**config.mk**
```make
export PLATFORM = sky130hd
export DESIGN_NAME = gte_addsel_sequencer_flat
export DESIGN_NICKNAME = d
export VERILOG_FILES = /design/src/rtl/gte_addsel_sequencer_pkg.sv /design/src/rtl/gte_addsel_sequencer_if.sv /design/src/rtl/gte_addsel_sequencer_rom.sv /design/src/rtl/gte_addsel_sequencer.sv /design/src/flat_wrapper.sv
export SDC_FILE = /design/constraint.sdc
export NUM_CORES = 1
export LEC_CHECK = 0
export CAP_MARGIN = 20
export CORE_MARGIN = 3
export CORE_UTILIZATION = 39
export DETAILED_ROUTE_END_ITERATION = 8
export PLACE_DENSITY = 0.77
export SLEW_MARGIN = 10
export SYNTH_ARGS = -nofsm -noshare
export SYNTH_HDL_FRONTEND = slang
export SYNTH_SLANG_ARGS = --single-unit
```
**constraint.sdc**
```tcl
create_clock -name i_clk -period 2.5 [get_ports i_clk]
set_clock_uncertainty 0.1 [all_clocks]
set_input_delay 0.5 -clock i_clk [delete_from_list [all_inputs] [get_ports i_clk]]
set_output_delay 0.5 -clock i_clk [all_outputs]
set_load 0.01 [all_outputs]
```
**src/rtl/gte_addsel_sequencer_pkg.sv**
```systemverilog
// rtl/gte_addsel_sequencer_pkg.sv - shared types, opcodes and add-source selects for the GTE add-path sequencer
package gte_addsel_sequencer_pkg;

    typedef struct packed {
        logic [3:0] sel;
        logic [1:0] id;
        logic       use_sf;
    } gte_sel_add_ctrl_t;

    localparam logic [5:0] OP_RTPS  = 6'h01;
    localparam logic [5:0] OP_DPCS  = 6'h10;
    localparam logic [5:0] OP_INTPL = 6'h11;
    localparam logic [5:0] OP_MVMVA = 6'h12;
    localparam logic [5:0] OP_NCDS  = 6'h13;
    localparam logic [5:0] OP_CDP   = 6'h14;
    localparam logic [5:0] OP_AVSZ3 = 6'h2D;

    localparam logic [3:0] SEL_TR      = 4'd0;
    localparam logic [3:0] SEL_BK      = 4'd1;
    localparam logic [3:0] SEL_FC      = 4'd2;
    localparam logic [3:0] SEL_ZERO    = 4'd3;
    localparam logic [3:0] SEL_RGB     = 4'd4;
    localparam logic [3:0] SEL_MAC     = 4'd5;
    localparam logic [3:0] SEL_OTZ     = 4'd6;
    localparam logic [3:0] SEL_IR      = 4'd7;
    localparam logic [3:0] SEL_PROJ    = 4'd8;
    localparam logic [3:0] SEL_SPECIAL = 4'd9;

    typedef enum logic [1:0] {
        ST_IDLE = 2'd0,
        ST_RUN  = 2'd1,
        ST_DONE = 2'd2
    } seq_state_t;

    localparam gte_sel_add_ctrl_t CTRL_IDLE = '{sel: SEL_ZERO, id: 2'd0, use_sf: 1'b0};

endpackage

```
**src/rtl/gte_addsel_sequencer_if.sv**
```systemverilog
// rtl/gte_addsel_sequencer_if.sv - command/control bundle between decoder, sequencer and add-path selector
interface gte_addsel_sequencer_if;
    import gte_addsel_sequencer_pkg::*;

    logic              i_start;
    logic [5:0]        i_op;
    logic              i_sf;
    logic [1:0]        i_cv;
    logic              i_stall;
    logic              i_abort;
    logic              o_ready;
    logic              o_valid;
    gte_sel_add_ctrl_t o_ctrl;
    logic              o_isMVMVA;
    logic              o_SF;
    logic [1:0]        o_cv;
    logic              o_done;
    logic              o_err;

    modport master (
        output i_start, i_op, i_sf, i_cv, i_stall, i_abort,
        input  o_ready, o_valid, o_ctrl, o_isMVMVA, o_SF, o_cv, o_done, o_err
    );

    modport slave (
        input  i_start, i_op, i_sf, i_cv, i_stall, i_abort,
        output o_ready, o_valid, o_ctrl, o_isMVMVA, o_SF, o_cv, o_done, o_err
    );

endinterface

```
**src/rtl/gte_addsel_sequencer_rom.sv**
```systemverilog
// rtl/gte_addsel_sequencer_rom.sv - opcode to add-source step table lookup
module gte_addsel_rom
    import gte_addsel_sequencer_pkg::*;
#(
    parameter int STEP_MAX = 3,
    parameter int STEP_W   = 2
) (
    input  logic [5:0]                op,
    output logic [STEP_W-1:0]         nsteps,
    output logic [STEP_MAX-1:0][3:0]  sel,
    output logic [STEP_MAX-1:0]       use_sf,
    output logic                      supported,
    output logic                      is_mvmva
);

    // step table; the MAC source is the only one that scales by SF
    always_comb begin
        nsteps    = '0;
        sel       = {STEP_MAX{SEL_ZERO}};
        supported = 1'b1;
        is_mvmva  = 1'b0;
        case (op)
            OP_RTPS:  begin nsteps = STEP_W'(2); sel[0] = SEL_TR;  sel[1] = SEL_PROJ;    end
            OP_DPCS:  begin nsteps = STEP_W'(2); sel[0] = SEL_RGB; sel[1] = SEL_FC;      end
            OP_INTPL: begin nsteps = STEP_W'(2); sel[0] = SEL_IR;  sel[1] = SEL_FC;      end
            OP_MVMVA: begin nsteps = STEP_W'(1); sel[0] = SEL_TR;  is_mvmva = 1'b1;      end
            OP_NCDS:  begin nsteps = STEP_W'(2); sel[0] = SEL_BK;  sel[1] = SEL_SPECIAL; end
            OP_CDP:   begin nsteps = STEP_W'(2); sel[0] = SEL_BK;  sel[1] = SEL_FC;      end
            OP_AVSZ3: begin nsteps = STEP_W'(1); sel[0] = SEL_OTZ;                       end
            default:  supported = 1'b0;
        endcase
        use_sf = '0;
        for (int i = 0; i < STEP_MAX; i++) begin
            use_sf[i] = (sel[i] == SEL_MAC);
        end
    end

endmodule

```
**src/rtl/gte_addsel_sequencer.sv**
```systemverilog
// rtl/gte_addsel_sequencer.sv - GTE add-path microcode sequencer; optional perf counters under GTE_ADDSEQ_PERF_EN
module gte_addsel_sequencer
    import gte_addsel_sequencer_pkg::*;
#(
    parameter int STEP_MAX = 3,
    parameter int PERF_W   = 16
) (
    input  logic                   i_clk,
    input  logic                   i_nRst,
    gte_addsel_sequencer_if.slave  bus,
    output logic [PERF_W-1:0]      o_perf_busy,
    output logic [PERF_W-1:0]      o_perf_stall
);

    localparam int STEP_W = $clog2(STEP_MAX + 1);

    seq_state_t              state_q, state_d;
    logic [STEP_W-1:0]       step_q, step_d;
    logic [1:0]              id_q, id_d;
    logic [5:0]              op_q, op_d;
    logic                    sf_q, sf_d;
    logic [1:0]              cv_q, cv_d;
    logic                    err_q, err_d;

    logic [5:0]              rom_op;
    logic [STEP_W-1:0]       rom_nsteps;
    logic [STEP_MAX-1:0][3:0] rom_sel;
    logic [STEP_MAX-1:0]     rom_use_sf;
    logic                    rom_supported;
    logic                    rom_is_mvmva;
    logic                    accept;

    // in IDLE the table is consulted with the incoming opcode to decide RUN vs error
    assign rom_op = (state_q == ST_IDLE) ? bus.i_op : op_q;
    assign accept = (state_q == ST_IDLE) && bus.i_start && !bus.i_abort;

    gte_addsel_rom #(
        .STEP_MAX (STEP_MAX),
        .STEP_W   (STEP_W)
    ) u_rom (
        .op        (rom_op),
        .nsteps    (rom_nsteps),
        .sel       (rom_sel),
        .use_sf    (rom_use_sf),
        .supported (rom_supported),
        .is_mvmva  (rom_is_mvmva)
    );

    // sequencer state register
    always_ff @(posedge i_clk or negedge i_nRst) begin
        if (!i_nRst) begin
            state_q <= ST_IDLE;
            step_q  <= '0;
            id_q    <= '0;
            op_q    <= '0;
            sf_q    <= 1'b0;
            cv_q    <= '0;
            err_q   <= 1'b0;
        end else begin
            state_q <= state_d;
            step_q  <= step_d;
            id_q    <= id_d;
            op_q    <= op_d;
            sf_q    <= sf_d;
            cv_q    <= cv_d;
            err_q   <= err_d;
        end
    end

    // next-state and control outputs; abort dominates everything, stall freezes RUN
    always_comb begin
        state_d       = state_q;
        step_d        = step_q;
        id_d          = id_q;
        op_d          = op_q;
        sf_d          = sf_q;
        cv_d          = cv_q;
        err_d         = err_q;
        bus.o_ready   = (state_q == ST_IDLE) && !bus.i_abort;
        bus.o_valid   = 1'b0;
        bus.o_ctrl    = CTRL_IDLE;
        bus.o_isMVMVA = 1'b0;
        bus.o_SF      = sf_q;
        bus.o_cv      = cv_q;
        bus.o_done    = 1'b0;
        bus.o_err     = 1'b0;
        case (state_q)
            ST_IDLE: begin
                if (accept) begin
                    op_d    = bus.i_op;
                    sf_d    = bus.i_sf;
                    cv_d    = bus.i_cv;
                    step_d  = '0;
                    id_d    = '0;
                    err_d   = !rom_supported;
                    state_d = rom_supported ? ST_RUN : ST_DONE;
                end
            end
            ST_RUN: begin
                bus.o_valid   = 1'b1;
                bus.o_ctrl    = '{sel: rom_sel[step_q], id: id_q, use_sf: rom_use_sf[step_q]};
                bus.o_isMVMVA = rom_is_mvmva;
                if (bus.i_abort) begin
                    state_d = ST_IDLE;
                    step_d  = '0;
                    id_d    = '0;
                    err_d   = 1'b0;
                end else if (!bus.i_stall) begin
                    if (id_q == 2'd2) begin
                        id_d = '0;
                        if (step_q == rom_nsteps - STEP_W'(1)) begin
                            state_d = ST_DONE;
                            step_d  = '0;
                        end else begin
                            step_d = step_q + STEP_W'(1);
                        end
                    end else begin
                        id_d = id_q + 2'd1;
                    end
                end
            end
            ST_DONE: begin
                bus.o_done = 1'b1;
                bus.o_err  = err_q;
                state_d    = ST_IDLE;
                err_d      = 1'b0;
            end
            default: begin
                state_d = ST_IDLE;
            end
        endcase
    end

`ifdef GTE_ADDSEQ_PERF_EN
    logic [PERF_W-1:0] busy_q, stall_q;

    // saturating RUN / stalled-RUN cycle counters, restarted by each accepted command
    always_ff @(posedge i_clk or negedge i_nRst) begin
        if (!i_nRst) begin
            busy_q  <= '0;
            stall_q <= '0;
        end else if (accept) begin
            busy_q  <= '0;
            stall_q <= '0;
        end else if (state_q == ST_RUN) begin
            if (busy_q != '1) begin
                busy_q <= busy_q + PERF_W'(1);
            end
            if (bus.i_stall && (stall_q != '1)) begin
                stall_q <= stall_q + PERF_W'(1);
            end
        end
    end

    assign o_perf_busy  = busy_q;
    assign o_perf_stall = stall_q;
`else
    assign o_perf_busy  = '0;
    assign o_perf_stall = '0;
`endif

endmodule

```
**src/flat_wrapper.sv**
```systemverilog
// flat-port wrapper written by rule: the top's interface ports become plain ports
module gte_addsel_sequencer_flat import gte_addsel_sequencer_pkg::*;
#(
    parameter int STEP_MAX = 3,
    parameter int PERF_W   = 16
)
  (i_clk, i_nRst, o_perf_busy, o_perf_stall, bus_i_start, bus_i_op, bus_i_sf, bus_i_cv, bus_i_stall, bus_i_abort, bus_o_ready, bus_o_valid, bus_o_ctrl, bus_o_isMVMVA, bus_o_SF, bus_o_cv, bus_o_done, bus_o_err);
  gte_addsel_sequencer_if bus_i ();
  input  logic i_clk;
  input  logic i_nRst;
  output logic [PERF_W-1:0] o_perf_busy;
  output logic [PERF_W-1:0] o_perf_stall;
  input wire logic [$bits(bus_i.i_start)-1:0] bus_i_start;
  input wire logic [$bits(bus_i.i_op)-1:0] bus_i_op;
  input wire logic [$bits(bus_i.i_sf)-1:0] bus_i_sf;
  input wire logic [$bits(bus_i.i_cv)-1:0] bus_i_cv;
  input wire logic [$bits(bus_i.i_stall)-1:0] bus_i_stall;
  input wire logic [$bits(bus_i.i_abort)-1:0] bus_i_abort;
  output wire logic [$bits(bus_i.o_ready)-1:0] bus_o_ready;
  output wire logic [$bits(bus_i.o_valid)-1:0] bus_o_valid;
  output wire logic [$bits(bus_i.o_ctrl)-1:0] bus_o_ctrl;
  output wire logic [$bits(bus_i.o_isMVMVA)-1:0] bus_o_isMVMVA;
  output wire logic [$bits(bus_i.o_SF)-1:0] bus_o_SF;
  output wire logic [$bits(bus_i.o_cv)-1:0] bus_o_cv;
  output wire logic [$bits(bus_i.o_done)-1:0] bus_o_done;
  output wire logic [$bits(bus_i.o_err)-1:0] bus_o_err;
  assign bus_i.i_start = bus_i_start;
  assign bus_i.i_op = bus_i_op;
  assign bus_i.i_sf = bus_i_sf;
  assign bus_i.i_cv = bus_i_cv;
  assign bus_i.i_stall = bus_i_stall;
  assign bus_i.i_abort = bus_i_abort;
  assign bus_o_ready = bus_i.o_ready;
  assign bus_o_valid = bus_i.o_valid;
  assign bus_o_ctrl = bus_i.o_ctrl;
  assign bus_o_isMVMVA = bus_i.o_isMVMVA;
  assign bus_o_SF = bus_i.o_SF;
  assign bus_o_cv = bus_i.o_cv;
  assign bus_o_done = bus_i.o_done;
  assign bus_o_err = bus_i.o_err;
  gte_addsel_sequencer #(.STEP_MAX(STEP_MAX), .PERF_W(PERF_W)) u_core (.i_clk(i_clk), .i_nRst(i_nRst), .bus(bus_i), .o_perf_busy(o_perf_busy), .o_perf_stall(o_perf_stall));
endmodule
```
=== Word-level counts from Yosys, hierarchy flattened ===
Index checks and enable logic that the tools add are counted.

* Bits in registers: 16
* Input bits: 14
* Output and inout port bits: 47
* Word-level logic and storage cells: 83

* Add/subtract/negate cells: 3
* $lt $le $gt $ge: 1
* Equality and inequality tests: 18
* Muxes and demuxes: 35
* Reductions and logical operators: 19

{| class="wikitable"
|+ Operator list
! kind !! number
|-
| == test 6 x 5 -> 1 bit (second input constant) || 5
|-
| two-way mux 2 bit || 14
|-
| one-hot mux 2 bit (2 select lines) || 4
|-
| one-hot mux 3 bit (5 select lines) || 1
|-
| one-hot mux 4 bit (3 select lines) || 1
|-
| two-way mux 1 bit || 9
|-
| binary-select mux 4 bit (select 2 bit) || 1
|-
| AND reduction 4 bit || 2
|-
| two-way mux 7 bit || 1
|-
| OR reduction 7 bit || 1
|-
| == test 6 x 1 -> 1 bit (second input constant) || 1
|-
| == test 6 bit (second input constant) || 1
|-
| two-way mux 6 bit || 1
|-
| inequality test 3 x 2 -> 1 bit (second input constant) || 2
|-
| AND reduction 3 bit || 2
|-
| OR reduction 2 bit || 3
|-
| OR reduction 5 bit || 1
|-
| adder 2 x 1 -> 2 bit (second input constant) || 2
|-
| == test 2 bit (second input constant) || 2
|-
| == test 4 x 3 -> 1 bit (second input constant) || 1
|-
| two-way mux 4 bit || 1
|-
| == test 3 bit (second input constant) || 1
|-
| logical AND 1 bit || 3
|-
| < comparator 2 x 3 -> 1 bit (second input constant) || 1
|-
| other kinds (14) || 15
|}

=== Logic depth before layout (Yosys ltp) ===
Gate-level depths: netlist of the first run.

* Depth after elaboration: 12
* Depth in mapped cells: 10
* Mapped depth without buffers: 8

=== Cells and area by module ===
A second synthesis of the first run with hierarchy kept.

* Cells, all modules: 202
* Area total of the unflattened synthesis: 1631.6 µm²

{| class="wikitable"
|+ By module, submodules not included
! module !! instances !! cells each !! area an instance (µm²) !! seq. area each (µm²)
|-
| gte_addsel_sequencer || 1 || 162 || 1347.5 || 400.4
|-
| gte_addsel_rom || 1 || 40 || 284.0 || 0.0
|}

=== Worst setup path after synthesis of the first run ===
OpenSTA, ideal clock, no wires.

* Kind: reg2reg
* From: register u_core.state_q[0]
* To: register u_core.state_q[0]
* Library setup time: 0.126 ns
* Arrival: 2.382 ns
* Required time: 2.274 ns
* Path slack: -0.108 ns
* Cell stages (with the launch flop): 10
* Buffers on the path: 1
* Clock period less this slack: 2.608 ns
* Path through: dfrtp_1 -> inv_1 -> ha_1 -> buf_6 -> mux2_2 -> a211oi_1 -> o21a_1 -> xor2_1 -> mux2_2 -> a311o_1

* Longest elaborated chain between the ends: 9
* Elaborated cells between the ends (all ways): 27
* Those cells by class: add/sub: 1; eq/ne: 13; mux: 6; reduce/logical: 7

{| class="wikitable"
|+ Ends and longest elaborated chain
! what !! line !! text
|-
| from (decl) || gte_addsel_sequencer.sv:17 || <nowiki>seq_state_t state_q, state_d;</nowiki>
|-
| from (signal assigned) || gte_addsel_sequencer.sv:60 || <nowiki>state_q <= state_d;</nowiki>
|-
| zero test 2 bit || gte_addsel_sequencer.sv:34, gte_addsel_sequencer.sv:35, gte_addsel_sequencer.sv:87 ||
|-
| two-way mux 6 bit || gte_addsel_sequencer.sv:34 || <nowiki>assign rom_op = (state_q == ST_IDLE) ? bus.i_op : op_q;</nowiki>
|-
| == test 6 x 5 -> 1 bit, or another cell as far along || gte_addsel_sequencer_rom.sv:22 || <nowiki>case (op)</nowiki>
|-
| OR reduction 5 bit (no source line) or OR reduction 2 bit (tied branches) || - ||
|-
| one-hot mux 2 bit (2 select lines) || gte_addsel_sequencer_rom.sv:22 ||
|-
| subtractor 2 x 1 -> 2 bit || gte_addsel_sequencer.sv:111 || <nowiki>if (step_q == rom_nsteps - STEP_W'(1)) begin</nowiki>
|-
| == test 2 bit || gte_addsel_sequencer.sv:111 ||
|-
| inequality test 3 x 2 -> 1 bit (no source line) || - ||
|-
| AND reduction 4 bit (no source line) || - ||
|}

Several ways; a longest one is shown, not always the timed one. The select of a mux whose other input is x is not followed.
A chain may end at the register's enable or synchronous reset.

=== Final worst setup path of the first run ===
* From: register u_core.state_q[1]
* To: output bus_o_ctrl[3]

* Longest elaborated chain between the ends: 8
* Elaborated cells between the ends (all ways): 18
* Those cells by class: eq/ne: 8; mux: 6; reduce/logical: 4

{| class="wikitable"
|+ Ends and longest elaborated chain
! what !! line !! text
|-
| zero test 2 bit || gte_addsel_sequencer.sv:34 ||
|-
| two-way mux 6 bit || gte_addsel_sequencer.sv:34 ||
|-
| == test 6 x 5 -> 1 bit or == test 6 x 1 -> 1 bit (tied branches) || gte_addsel_sequencer_rom.sv:22 ||
|-
| OR reduction 2 bit (no source line) or OR reduction 3 bit (tied branches) || - ||
|-
| one-hot mux 3 bit (5 select lines) or one-hot mux 4 bit (3 select lines) (tied branches) || gte_addsel_sequencer_rom.sv:22 ||
|-
| binary-select mux 4 bit (select 2 bit) || gte_addsel_sequencer.sv:101 || <nowiki>bus.o_ctrl = '{sel: rom_sel[step_q], id: id_q, use_sf: rom_use_sf[step_q]};</nowiki>
|-
| two-way mux 4 bit (not written as such) || gte_addsel_sequencer.sv:101 ||
|-
| two-way mux 7 bit * || gte_addsel_sequencer.sv:87 || <nowiki>case (state_q)</nowiki>
|-
| to (decl) || flat_wrapper.sv:21 || <nowiki>output wire logic [$bits(bus_i.o_ctrl)-1:0] bus_o_ctrl;</nowiki>
|}

Every way passes the cells marked *; elsewhere a longest branch is shown, timed or not. The select of a mux whose other input is x is not followed.

==> flow_metrics.py, run 1 <==
metrics = {
    "timing": {
        "finalSetupViolCount": 8,
        "tightest_slew_ps": 788,
        "rsz0062_at_grt": "yes",
        "final_hold_viol_count": 0,
        "min_period_over_period_pct": 120,
        "fin_ws_ps": -498,
        "finalMaxSlewViolations": 0,
        "maxSlewHeadroom_pct": 47.3,
        "fmax_ghz": 0.334,
        "holdWs_ps": 412,
        "post-route-min-period_ps": 3000,
    },
    "logic_synthesis": {
        "synthArstFlopShare_pct": 100,
        "synth_cell_type_count": 45,
        "synth_seq_cells": 16,
        "seq_area_frac_synth_pct": 26.2,
        "synth_top_area_share_pct": 26.2,
        "synth_edf_count": 0,
        "yosys_warnings": 0,
        "yosysTopAreaCell": "dfrtp_1",
        "synthCells": 177,
        "ys.flop_type": "dfrtp_1",
        "postSynthAreaPerCell_um2": 8.64,
        "synthTopCellsByArea": "dfrtp_1 (26%), buf_4 (17%), mux2_2 (9.6%)",
        "syn-cell-area_mm2": 0.00153,
    },
    "setup_path": {
        "start_kind": "flop",
        "critPathCaptureType": "output port",
        "arrival_ps": 2400,
        "worst-setup-path-type": "flop to output port",
        "rrSetupSlack_ps": -340,
        "path_cells": "inv_2 > ha_4 > buf_6 > or3b_4 > a211o_1 > nor2_4 > a21oi_4 > nor4_2 > o21ai_1 > buf_2",
        "crit_fanout": 4,
        "r2r_end": "u_core.state_q[0]",
        "crit_family": "simple AND/OR/NAND/NOR gates",
        "path_buf_inv": 3,
        "required_ps": 1900,
        "critPathMaxStageDelay_ps": 410,
        "r2r_cells": 11,
        "r2r_start": "u_core.state_q[0]",
        "crit_slowest_cell": "or3b_4",
    },
    "route": {
        "wl_per_cell_um": 16.0,
        "remaining_drc_errors": 0,
        "wl_um": 4890,
        "via_per_inst": 5.15,
        "antenna_left": 0,
        "routed-via-count": 1572,
        "drtIter0Drc": 116,
        "first_pass_iters": 6,
    },
    "outcome": {
        "violations": "negative setup slack",
        "status": "finished with violations",
    },
    "floorplan": {
        "fp.coreArea_mm2": 0.00372,
        "start_util_pct": 41.1,
        "die_area_mm2": 0.00471,
        "boundaryPins": 61,
        "die_w_um": 68.6,
        "rows": 22,
        "die_y_um": 68.6,
    },
    "clocking": {
        "h-tree-depth": 1,
        "cts_buffers": 3,
        "postCtsHoldBufs": 0,
        "worstSkewPairLatency_ps": 250,
        "clockRootBuffer": "clkbuf_8",
        "clock_path_buffers": 2,
        "clk_pin_slew_worst_paths_ps": 80,
        "cts_sinks": 16,
        "cts_tree": "done",
    },
    "pwr": {
        "power.ir.vdd_worst_mv": 0.337,
        "power.total_mw": 2.52,
        "p_leak_nw": 1.14,
        "power.density_mw_per_mm2": 1050,
    },
    "job": {
        "max_cap_viol_count": 0,
    },
    "placed_design": {
        "portBuffers": 27,
        "gp_congestion": 0.820,
        "dp_slack_ps": -741,
        "detailed_place_hpwl_um": 2840,
    },
    "global_routing": {
        "grt_pass1_vias": 1398,
        "overflow": 0,
        "grt_first_pass_wirelength_um": 6350,
        "antenna_found_initial": 0,
        "grtUsageTotal_pct": 18.0,
        "grt_start_max_net_pins": 17,
    },
    "cells_and_area": {
        "multiInputGateArea_mm2": 0.00113,
        "syn2layout_area_growth_pct": 57.0,
        "utilization_pct": 64.6,
        "antennaDiodeCount": 0,
        "drive_above_1_share_pct": 44.0,
        "fin_nets": 275,
        "n_fill_cell": 287,
        "regArea_um2": 400,
        "most-common-layout-cells": "buf_4 (49), conb_1 (33), clkdlybuf4s50_1 (19)",
        "final_common_cell": "buf_4",
    },
    "hold_path": {
        "hold_start": "u_core.bus.o_cv[1]",
        "hold-path-cell-count": 1,
        "min_path_type": "flop to flop",
        "holdPathEnd": "u_core.bus.o_cv[1]",
    },
}
-- cells in the mapped netlist, types with 2 or more instances --
cell       n
o21ai_0    9
nor3_1     3
o211ai_1   2
buf_4     34
or3_1      2
a32oi_1    3
mux2_2    13
nor2_1    11
nand2_1   10
a22o_1     2
nor2b_1    4
nand3_1    3
mux2i_1    5
or2_2      2
a211oi_1   2
nor3b_1    3
dfrtp_1   16
a21oi_1    6
nand2b_1   4
nor4_1     2
inv_1      5
ha_1       3
and2_1     5
buf_2      2
clkbuf_1   4
o41ai_1    3
-- cell families (layout without fill, tap and decap cells) --
family	Yosys count	after routing	share of synthesized area [%]
AND/OR/NAND/NOR	54	54	19.1
buffers and inverters	46	94	20.3
other	1	33	0.245
XOR/XNOR	2	2	1.15
flip-flops	16	16	26.2
multiplexers	19	19	13.8
adder cells (fa/ha/maj)	3	3	2.46
AO/OA/AOI/OAI	36	36	16.7
-- worst max-delay path by stage --
stage                 startpoint                 to  cells past startpoint
2_1_floorplan  u_core.state_q[0]  u_core.state_q[0]                      9
3_3_place_gp         bus_i_op[0]      bus_o_ctrl[3]                      8
3_5_place_dp         bus_i_op[1]      bus_o_ctrl[4]                      8
4_1_cts        u_core.state_q[0]      bus_o_ctrl[3]                     10
5_1_grt        u_core.state_q[1]      bus_o_ctrl[3]                     10
6_report       u_core.state_q[1]      bus_o_ctrl[3]                     10
-- routing by layer --
metal	up-vias	track usage [%]	part of all wire, %
met5	-	0	0
met4	0	7.44	3.4
met3	16	3.40	6.4
met2	77	31.6	52
met1	754	21.3	38
li1	725	-	-
-- final cells by class --
| type | instances | share of cell area [%] |
|---|---|---|
| clock buffer | 4 | 2.29 |
| inverter | 5 | 0.782 |
| multi-input combinational | 147 | 47.2 |
| sequential | 16 | 16.7 |
| tap | 48 | 2.50 |
| timing repair buffer | 85 | 30.5 |
-- report_power, final --
| part | total [mW] | switching [mW] | internal, mW |
|---|---|---|---|
| combinational | 1.83 | 0.820 | 1.01 |
| clock | 0.242 | 0.102 | 0.140 |
| sequential | 0.446 | 0.0917 | 0.355 |
| total | 2.52 | 1.01 | 1.51 |
-- metrics by stage --
| stage | instance area [um^2] | setup TNS, ps | cells |
|---|---|---|---|
| floorplan | 1660 | -24.9 | 209 |
| global placement | 2000 | -4160 | 283 |
| detailed placement | 2000 | -4540 | 283 |
| CTS | 2290 | -1990 | 300 |
| global route | 2400 | -2960 | 305 |
| finish | 2400 | -2300 | 305 |
-- registers in the layout, summed over array words and instances (netlist names) --
| register | flops |
|---|---|
| u_core.id_q | 2 |
| u_core.bus.o_SF | 1 |
| u_core.op_q | 6 |
| u_core.state_q | 2 |
| u_core.bus.o_cv | 2 |
| u_core.step_q | 2 |
| u_core.err_q | 1 |
-- what timing repair did --
action | in CTS | in global routing
setup endpoints to repair | 12 | 10
pin swaps | 15 | 21
setup buffers | 14 | 8
resized for setup | 51 | 22
(Power assumes the default switching activity.)
==> run 2, diff against run 1 <==
--- a/config.mk
+++ b/config.mk
@@ -10,7 +10,7 @@
 export CORE_UTILIZATION = 39
 export DETAILED_ROUTE_END_ITERATION = 8
 export PLACE_DENSITY = 0.77
-export SLEW_MARGIN = 10
+export SLEW_MARGIN = 20
 export SYNTH_ARGS = -nofsm -noshare
 export SYNTH_HDL_FRONTEND = slang
 export SYNTH_SLANG_ARGS = --single-unit
==> results of run 2 <==
The final DEF is identical to that of run 1; final timing and power are the same.
